$ cat src/rtl/c1541_img_pkg.sv
// Shared types and constants for the 1541 sector-image responder.
package c1541_img_pkg;

    typedef enum logic [3:0] {
        IDLE,
        RD_REQ,
        RD_WAIT,
        RD_PUT,
        WR_ADDR,
        WR_LAT,
        WR_REQ,
        WR_WAIT,
        HOLD
    } img_state_t;

    localparam int SECTOR_BYTES = 512;
    localparam int BUFF_LAT     = 1;
    localparam int WR_LAT_CYC   = 2;

endpackage

$ cat src/rtl/c1541_img_server.sv
// Responder for the per-drive sector-block interface of the 1541 track buffer.
// Serves sd_rd/sd_wr block requests from a byte-wide backing memory.
// Optional build macro: C1541_IMG_BOUNDS_EN (LBA range check against img_size).
//
// state   | meaning
// --------+-------------------------------------------------------------
// IDLE    | no transfer, waiting for sd_rd / sd_wr
// RD_REQ  | mem_rd strobe for the current byte
// RD_WAIT | waiting for mem_ready, read byte captured on arrival
// RD_PUT  | sd_buff_wr strobe into requester buffer (2 cycles if out of range)
// WR_ADDR | sd_buff_addr presented to requester buffer
// WR_LAT  | requester RAM latency; sd_buff_din captured on the last cycle
// WR_REQ  | mem_wr strobe with captured byte (suppressed if out of range)
// WR_WAIT | waiting for mem_ready of the write
// HOLD    | block done, sd_ack held until the request is released
module c1541_img_server
    import c1541_img_pkg::*;
#(
    parameter int MEM_AW = 24
) (
    input  logic              sd_clk,
    input  logic              reset,
    input  logic [31:0]       sd_lba,
    input  logic              sd_rd,
    input  logic              sd_wr,
    output logic              sd_ack,
    output logic [8:0]        sd_buff_addr,
    output logic [7:0]        sd_buff_dout,
    input  logic [7:0]        sd_buff_din,
    output logic              sd_buff_wr,
    input  logic              img_mounted,
    input  logic [31:0]       img_size,
    output logic [MEM_AW-1:0] mem_addr,
    output logic              mem_rd,
    output logic              mem_wr,
    output logic [7:0]        mem_dout,
    input  logic [7:0]        mem_din,
    input  logic              mem_ready,
    output logic              busy,
    output logic              err
);

    // sd_buff_din is valid BUFF_LAT cycles after the address; capture at the end of the window.
    localparam logic LAT_LAST = 1'(WR_LAT_CYC - BUFF_LAT);

    img_state_t        state, state_nxt;
    logic [8:0]        byte_idx, byte_nxt;
    logic [MEM_AW-10:0] lba_q, lba_nxt;
    logic              is_wr, is_wr_nxt;
    logic              oor, oor_nxt;
    logic              rel, rel_nxt;
    logic              phase, phase_nxt;
    logic              ack_nxt, bwr_nxt, mrd_nxt, mwr_nxt, busy_nxt, err_nxt;
    logic [8:0]        baddr_nxt;
    logic [7:0]        bdout_nxt, mdout_nxt;
    logic [MEM_AW-1:0] maddr_nxt;
    logic              lba_oor, last_byte, req_served, wr_step;
    logic [8:0]        idx_inc;

    assign idx_inc    = byte_idx + 9'd1;
    assign last_byte  = (byte_idx == 9'(SECTOR_BYTES - 1));
    // Release is judged on the request being served, so a pending request of the
    // other kind does not pin the block in HOLD.
    assign req_served = is_wr ? sd_wr : sd_rd;

`ifdef C1541_IMG_BOUNDS_EN
    assign lba_oor = (sd_lba >= img_size);
    logic unused_lba_hi;
    assign unused_lba_hi = ^sd_lba[31:MEM_AW-9];
`else
    assign lba_oor = 1'b0;
    logic unused_cfg;
    assign unused_cfg = ^{sd_lba[31:MEM_AW-9], img_size, img_mounted};
`endif

    // Next-state and next-output decode; strobes default low, everything else holds.
    always_comb begin
        state_nxt = state;
        byte_nxt  = byte_idx;
        lba_nxt   = lba_q;
        is_wr_nxt = is_wr;
        oor_nxt   = oor;
        rel_nxt   = rel;
        phase_nxt = phase;
        ack_nxt   = sd_ack;
        bwr_nxt   = 1'b0;
        mrd_nxt   = 1'b0;
        mwr_nxt   = 1'b0;
        baddr_nxt = sd_buff_addr;
        bdout_nxt = sd_buff_dout;
        maddr_nxt = mem_addr;
        mdout_nxt = mem_dout;
        wr_step   = 1'b0;
`ifdef C1541_IMG_BOUNDS_EN
        err_nxt   = err;
        if (img_mounted) err_nxt = 1'b0;
`else
        err_nxt   = 1'b0;
`endif
        if (sd_ack && !req_served) rel_nxt = 1'b1;

        case (state)
            IDLE: begin
                if (sd_rd || sd_wr) begin
                    lba_nxt   = sd_lba[MEM_AW-10:0];
                    is_wr_nxt = !sd_rd;
                    oor_nxt   = lba_oor;
                    rel_nxt   = 1'b0;
                    phase_nxt = 1'b0;
                    byte_nxt  = 9'd0;
                    ack_nxt   = 1'b1;
                    if (lba_oor) err_nxt = 1'b1;
                    if (sd_rd && lba_oor) begin
                        state_nxt = RD_PUT;
                        bwr_nxt   = 1'b1;
                        baddr_nxt = 9'd0;
                        bdout_nxt = 8'h00;
                    end else if (sd_rd) begin
                        state_nxt = RD_REQ;
                        mrd_nxt   = 1'b1;
                        maddr_nxt = {sd_lba[MEM_AW-10:0], 9'd0};
                    end else begin
                        state_nxt = WR_ADDR;
                        baddr_nxt = 9'd0;
                    end
                end
            end
            RD_REQ: state_nxt = RD_WAIT;
            RD_WAIT: begin
                if (mem_ready) begin
                    state_nxt = RD_PUT;
                    bwr_nxt   = 1'b1;
                    baddr_nxt = byte_idx;
                    bdout_nxt = mem_din;
                end
            end
            RD_PUT: begin
                if (oor && !phase) begin
                    phase_nxt = 1'b1;
                end else begin
                    phase_nxt = 1'b0;
                    byte_nxt  = idx_inc;
                    if (last_byte) begin
                        state_nxt = HOLD;
                    end else if (oor) begin
                        bwr_nxt   = 1'b1;
                        baddr_nxt = idx_inc;
                        bdout_nxt = 8'h00;
                    end else begin
                        state_nxt = RD_REQ;
                        mrd_nxt   = 1'b1;
                        maddr_nxt = {lba_q, idx_inc};
                    end
                end
            end
            WR_ADDR: begin
                state_nxt = WR_LAT;
                phase_nxt = 1'b0;
            end
            WR_LAT: begin
                if (phase == LAT_LAST) begin
                    state_nxt = WR_REQ;
                    phase_nxt = 1'b0;
                    mdout_nxt = sd_buff_din;
                    if (!oor) begin
                        mwr_nxt   = 1'b1;
                        maddr_nxt = {lba_q, byte_idx};
                    end
                end else begin
                    phase_nxt = phase + 1'b1;
                end
            end
            WR_REQ: begin
                if (oor) wr_step = 1'b1;
                else     state_nxt = WR_WAIT;
            end
            WR_WAIT: begin
                if (mem_ready) wr_step = 1'b1;
            end
            HOLD: begin
                if (rel || !req_served) begin
                    state_nxt = IDLE;
                    ack_nxt   = 1'b0;
                end
            end
            default: state_nxt = IDLE;
        endcase

        if (wr_step) begin
            byte_nxt = idx_inc;
            if (last_byte) begin
                state_nxt = HOLD;
            end else begin
                state_nxt = WR_ADDR;
                baddr_nxt = idx_inc;
            end
        end

        busy_nxt = (state_nxt != IDLE);
    end

    // State, counter and registered outputs with synchronous reset.
    always_ff @(posedge sd_clk) begin
        if (reset) begin
            state        <= IDLE;
            byte_idx     <= 9'd0;
            lba_q        <= '0;
            is_wr        <= 1'b0;
            oor          <= 1'b0;
            rel          <= 1'b0;
            phase        <= 1'b0;
            sd_ack       <= 1'b0;
            sd_buff_wr   <= 1'b0;
            sd_buff_addr <= 9'd0;
            sd_buff_dout <= 8'h00;
            mem_rd       <= 1'b0;
            mem_wr       <= 1'b0;
            mem_addr     <= '0;
            mem_dout     <= 8'h00;
            busy         <= 1'b0;
            err          <= 1'b0;
        end else begin
            state        <= state_nxt;
            byte_idx     <= byte_nxt;
            lba_q        <= lba_nxt;
            is_wr        <= is_wr_nxt;
            oor          <= oor_nxt;
            rel          <= rel_nxt;
            phase        <= phase_nxt;
            sd_ack       <= ack_nxt;
            sd_buff_wr   <= bwr_nxt;
            sd_buff_addr <= baddr_nxt;
            sd_buff_dout <= bdout_nxt;
            mem_rd       <= mrd_nxt;
            mem_wr       <= mwr_nxt;
            mem_addr     <= maddr_nxt;
            mem_dout     <= mdout_nxt;
            busy         <= busy_nxt;
            err          <= err_nxt;
        end
    end

endmodule

$ cat config.mk
export PLATFORM = sky130hd
export DESIGN_NAME = c1541_img_server
export DESIGN_NICKNAME = d
export VERILOG_FILES = /design/src/rtl/c1541_img_pkg.sv /design/src/rtl/c1541_img_server.sv
export SDC_FILE = /design/constraint.sdc
export NUM_CORES = 1
export LEC_CHECK = 0
export BUFFER_PORTS_ARGS = -buffer_cell sky130_fd_sc_hd__buf_2
export CORE_MARGIN = 2
export CORE_UTILIZATION = 41
export DETAILED_ROUTE_END_ITERATION = 6
export GPL_TIMING_DRIVEN = 0
export PLACE_DENSITY = 0.77
export SYNTH_ARGS = -nofsm -noshare
export SYNTH_HDL_FRONTEND = slang
export SYNTH_SLANG_ARGS = --single-unit
$ cat constraint.sdc
create_clock -name sd_clk -period 2.4 [get_ports sd_clk]
set_input_delay 0.48 -clock sd_clk [delete_from_list [all_inputs] [get_ports sd_clk]]
set_output_delay 0.48 -clock sd_clk [all_outputs]
set_load 0.02 [all_outputs]
==> flow_summary.ini <==
[floorplan]
rows = 35
core_area_sq_um = 9280
initial_utilization = 0.426
num_io_pins = 141
die_x_um = 102
die_area_sq_um = 10400
fp.dieH_um = 102

[synthesis]
synth_largest_area_cell = dfxtp_1
synthTopCellsByArea = dfxtp_1 43%, nand2_1 8.7%, a21oi_1 6.2%, nor3_1 4.6%, a311oi_1 4.2%
syn_area_sq_um = 3950
synth_seq_area_share = 0.431
synth-seq-cells = 85
synth-main-ff-cell = dfxtp_1
synth_nets = 557
ys_warn_count = 0
synthCells = 468
ys_types = 62
synth-edff-count = 0
async_flop_share = 0
synth_top_area_frac = 0.431
synth.avg_cell_area_sq_um = 8.45

[clocking]
cts.sinks = 85
root_buffer = clkbuf_8
clk_latency_ns = 0.37
cts_tree = yes
clk_pin_slew_worst_paths_ns = 0.09
htree_num_levels = 3
hold_buffers = 0
clockBufferDepth = 2
cts_buffers = 9

[flow_run]
cap_violations = 0

[timing]
finalHoldViolCount = 0
setup_viol = 0
worst_slack_ns = 0.0556
tightest_slew_ns = 0.708
whs_ns = 0.341
period_minus_slack_ns = 2.34
rsz0062_at_grt = true
timing.final.crit_share = 0.977
max_freq_mhz = 427
clock_skew_ns = 0.0114
drv_slew = 0
max_slew_margin = 0.528

[pwr]
powerDensity_nw_per_um2 = 755
p_leak_nw = 1.89
ir_drop_mv = 0.353

[setup_path]
worstPathArrival_ns = 2.62
slowest_stage = dfxtp_1
cp_cell_sequence = clkbuf_4 > nand4_1 > nor2_2 > ha_1 > clkbuf_8 > nand3b_1 > a21oi_4 > or2_1 > buf_4 > buf_6 > a311oi_2
worstPathRequired_ns = 2.67
rr_worst_depth = 11
crit_end = mem_addr[21]
r2r-start = byte_idx[3]
slowest_delay_ns = 0.31
endpoint_kind = flop
crit_fanout = 10
worst-r2r-setup-slack_ns = 0.06
startpoint_type = flop
worst_r2r_endpoint = mem_addr[21]
startpoint = byte_idx[3]
critPathKind = reg2reg

[place]
place_area_sq_um = 4550
portBuffers = 88
dp_cells = 685
hpwl_um = 8060
place.gp.congestion = 0.905
dp_slack_ns = -0.0665

[global_route]
grt_usage = 0.209
grt_overflow = 0
grt_pass1_wl_um = 16900
antenna_found_initial = 0
grt_max_degree = 16
first_global_vias = 3414

[layout]
instances_no_fill = 701
final_core_util = 0.520
fin_nets = 656
num_antenna_cells = 0
area_growth_pct = 22.1
final_common_cell = buf_2
final_area_sq_um = 4830
layout_common_cells = 98 x buf_2, 92 x nand2_1, 82 x dfxtp_1
layout-drive-gt1-share = 0.288

[min_path]
hp-class = in2reg
hp-start = mem_din[1]

[routing]
viasPerCell = 5.50
avgRoutedWirePerCell_um = 16.0
antenna_left = 0
dr.pass1.iters = 5
vias = 3854
drc = 0
drt_iter0_markers = 188
drt_wl_total_um = 11200

[status]
status = finished clean
how the worst min path moves through the flow:
stage	to	slack (ns)	cells after the start
after floorplan	lba_q[0]	0.43	2
after global placement	lba_q[4]	0.44	2
after detailed placement	lba_q[0]	0.45	2
after CTS	mem_dout[3]	0.32	3
after global routing	sd_buff_dout[0]	0.34	3
final	sd_buff_dout[1]	0.34	3
critical path: cells and delay by family, from the launching register on:
family,cells,cell delay [ns]
simple gates,4,0.78
buf+inv,4,0.65
compound gates,2,0.34
fa+ha+maj,1,0.17
flops,1,0.31
stage by stage:
step	total power, mW	setup TNS, ns
2_1_floorplan	2.31	0
3_3_place_gp	2.56	-0.0155
6_report	3.64	0
3_5_place_dp	2.59	-0.635
4_1_cts	3.64	0
5_1_grt	3.82	-0.416
sequential cells by signal (all words and copies together), names as in the netlist, 4 cells and up:
register	cells
mem_addr	24
lba_q	15
byte_idx	9
sd_buff_addr	9
mem_dout	8
sd_buff_dout	8
state	4
repair_timing:
action                                  CTS  global route
pin swaps                                 0             2
buffers inserted                          0             1
endpoints found under the setup margin   18            21
resized for setup                         1            15
routing by layer:
metal / GRT usage / wire (um) / vias to the layer above
li1: - / - / 1882
met1: 0.274 / 5030 / 1827
met2: 0.347 / 5440 / 125
met3: 0.0328 / 542 / 20
met4: 0.0841 / 199 / 0
met5: 0 / 0 / -
synth_stat cells (3+ instances only):
cell type	instances
nor4_1	3
o31ai_1	4
buf_2	12
clkbuf_8	3
dfxtp_1	85
a21oi_1	49
nand2_1	92
buf_4	6
inv_1	4
nor2b_1	3
o211ai_1	8
nor2_1	13
o21ai_0	24
nand2b_1	3
ha_1	3
a211oi_1	8
nand3_1	5
o21ai_1	3
buf_6	8
o21a_1	6
a22oi_1	4
a311oi_1	19
clkbuf_1	13
a221oi_1	10
nor3_1	36
kinds of logic (layout without fill, tap and decap cells):
logic type	count (synthesis)	in the layout	synth area share
AND/OR/NAND/NOR	183	183	0.231
AO/OA/AOI/OAI	144	144	0.241
flip-flops	85	85	0.431
buffers and inverters	49	153	0.0795
adder cells (fa/ha/maj)	3	3	0.00950
XOR/XNOR	2	2	0.00443
other	1	1	0.000949
multiplexers	1	1	0.00253
cell type report:
type | count | area (sq um)
fill | 896 | 4460
timing repair buffer | 89 | 448
clock inverter | 6 | 68.8
sequential | 85 | 1710
buffer | 44 | 300
clock buffer | 10 | 138
tap | 129 | 161
multi-input combinational | 334 | 1990
inverter | 4 | 15.0
report_power, final:
group	switching [mW]	internal, mW	leakage, nW
logic	0.586	0.364	1.09
registers	0.0826	1.55	0.696
clock network	0.541	0.516	0.103
No activity file was read; power rests on OpenSTA's default activity.
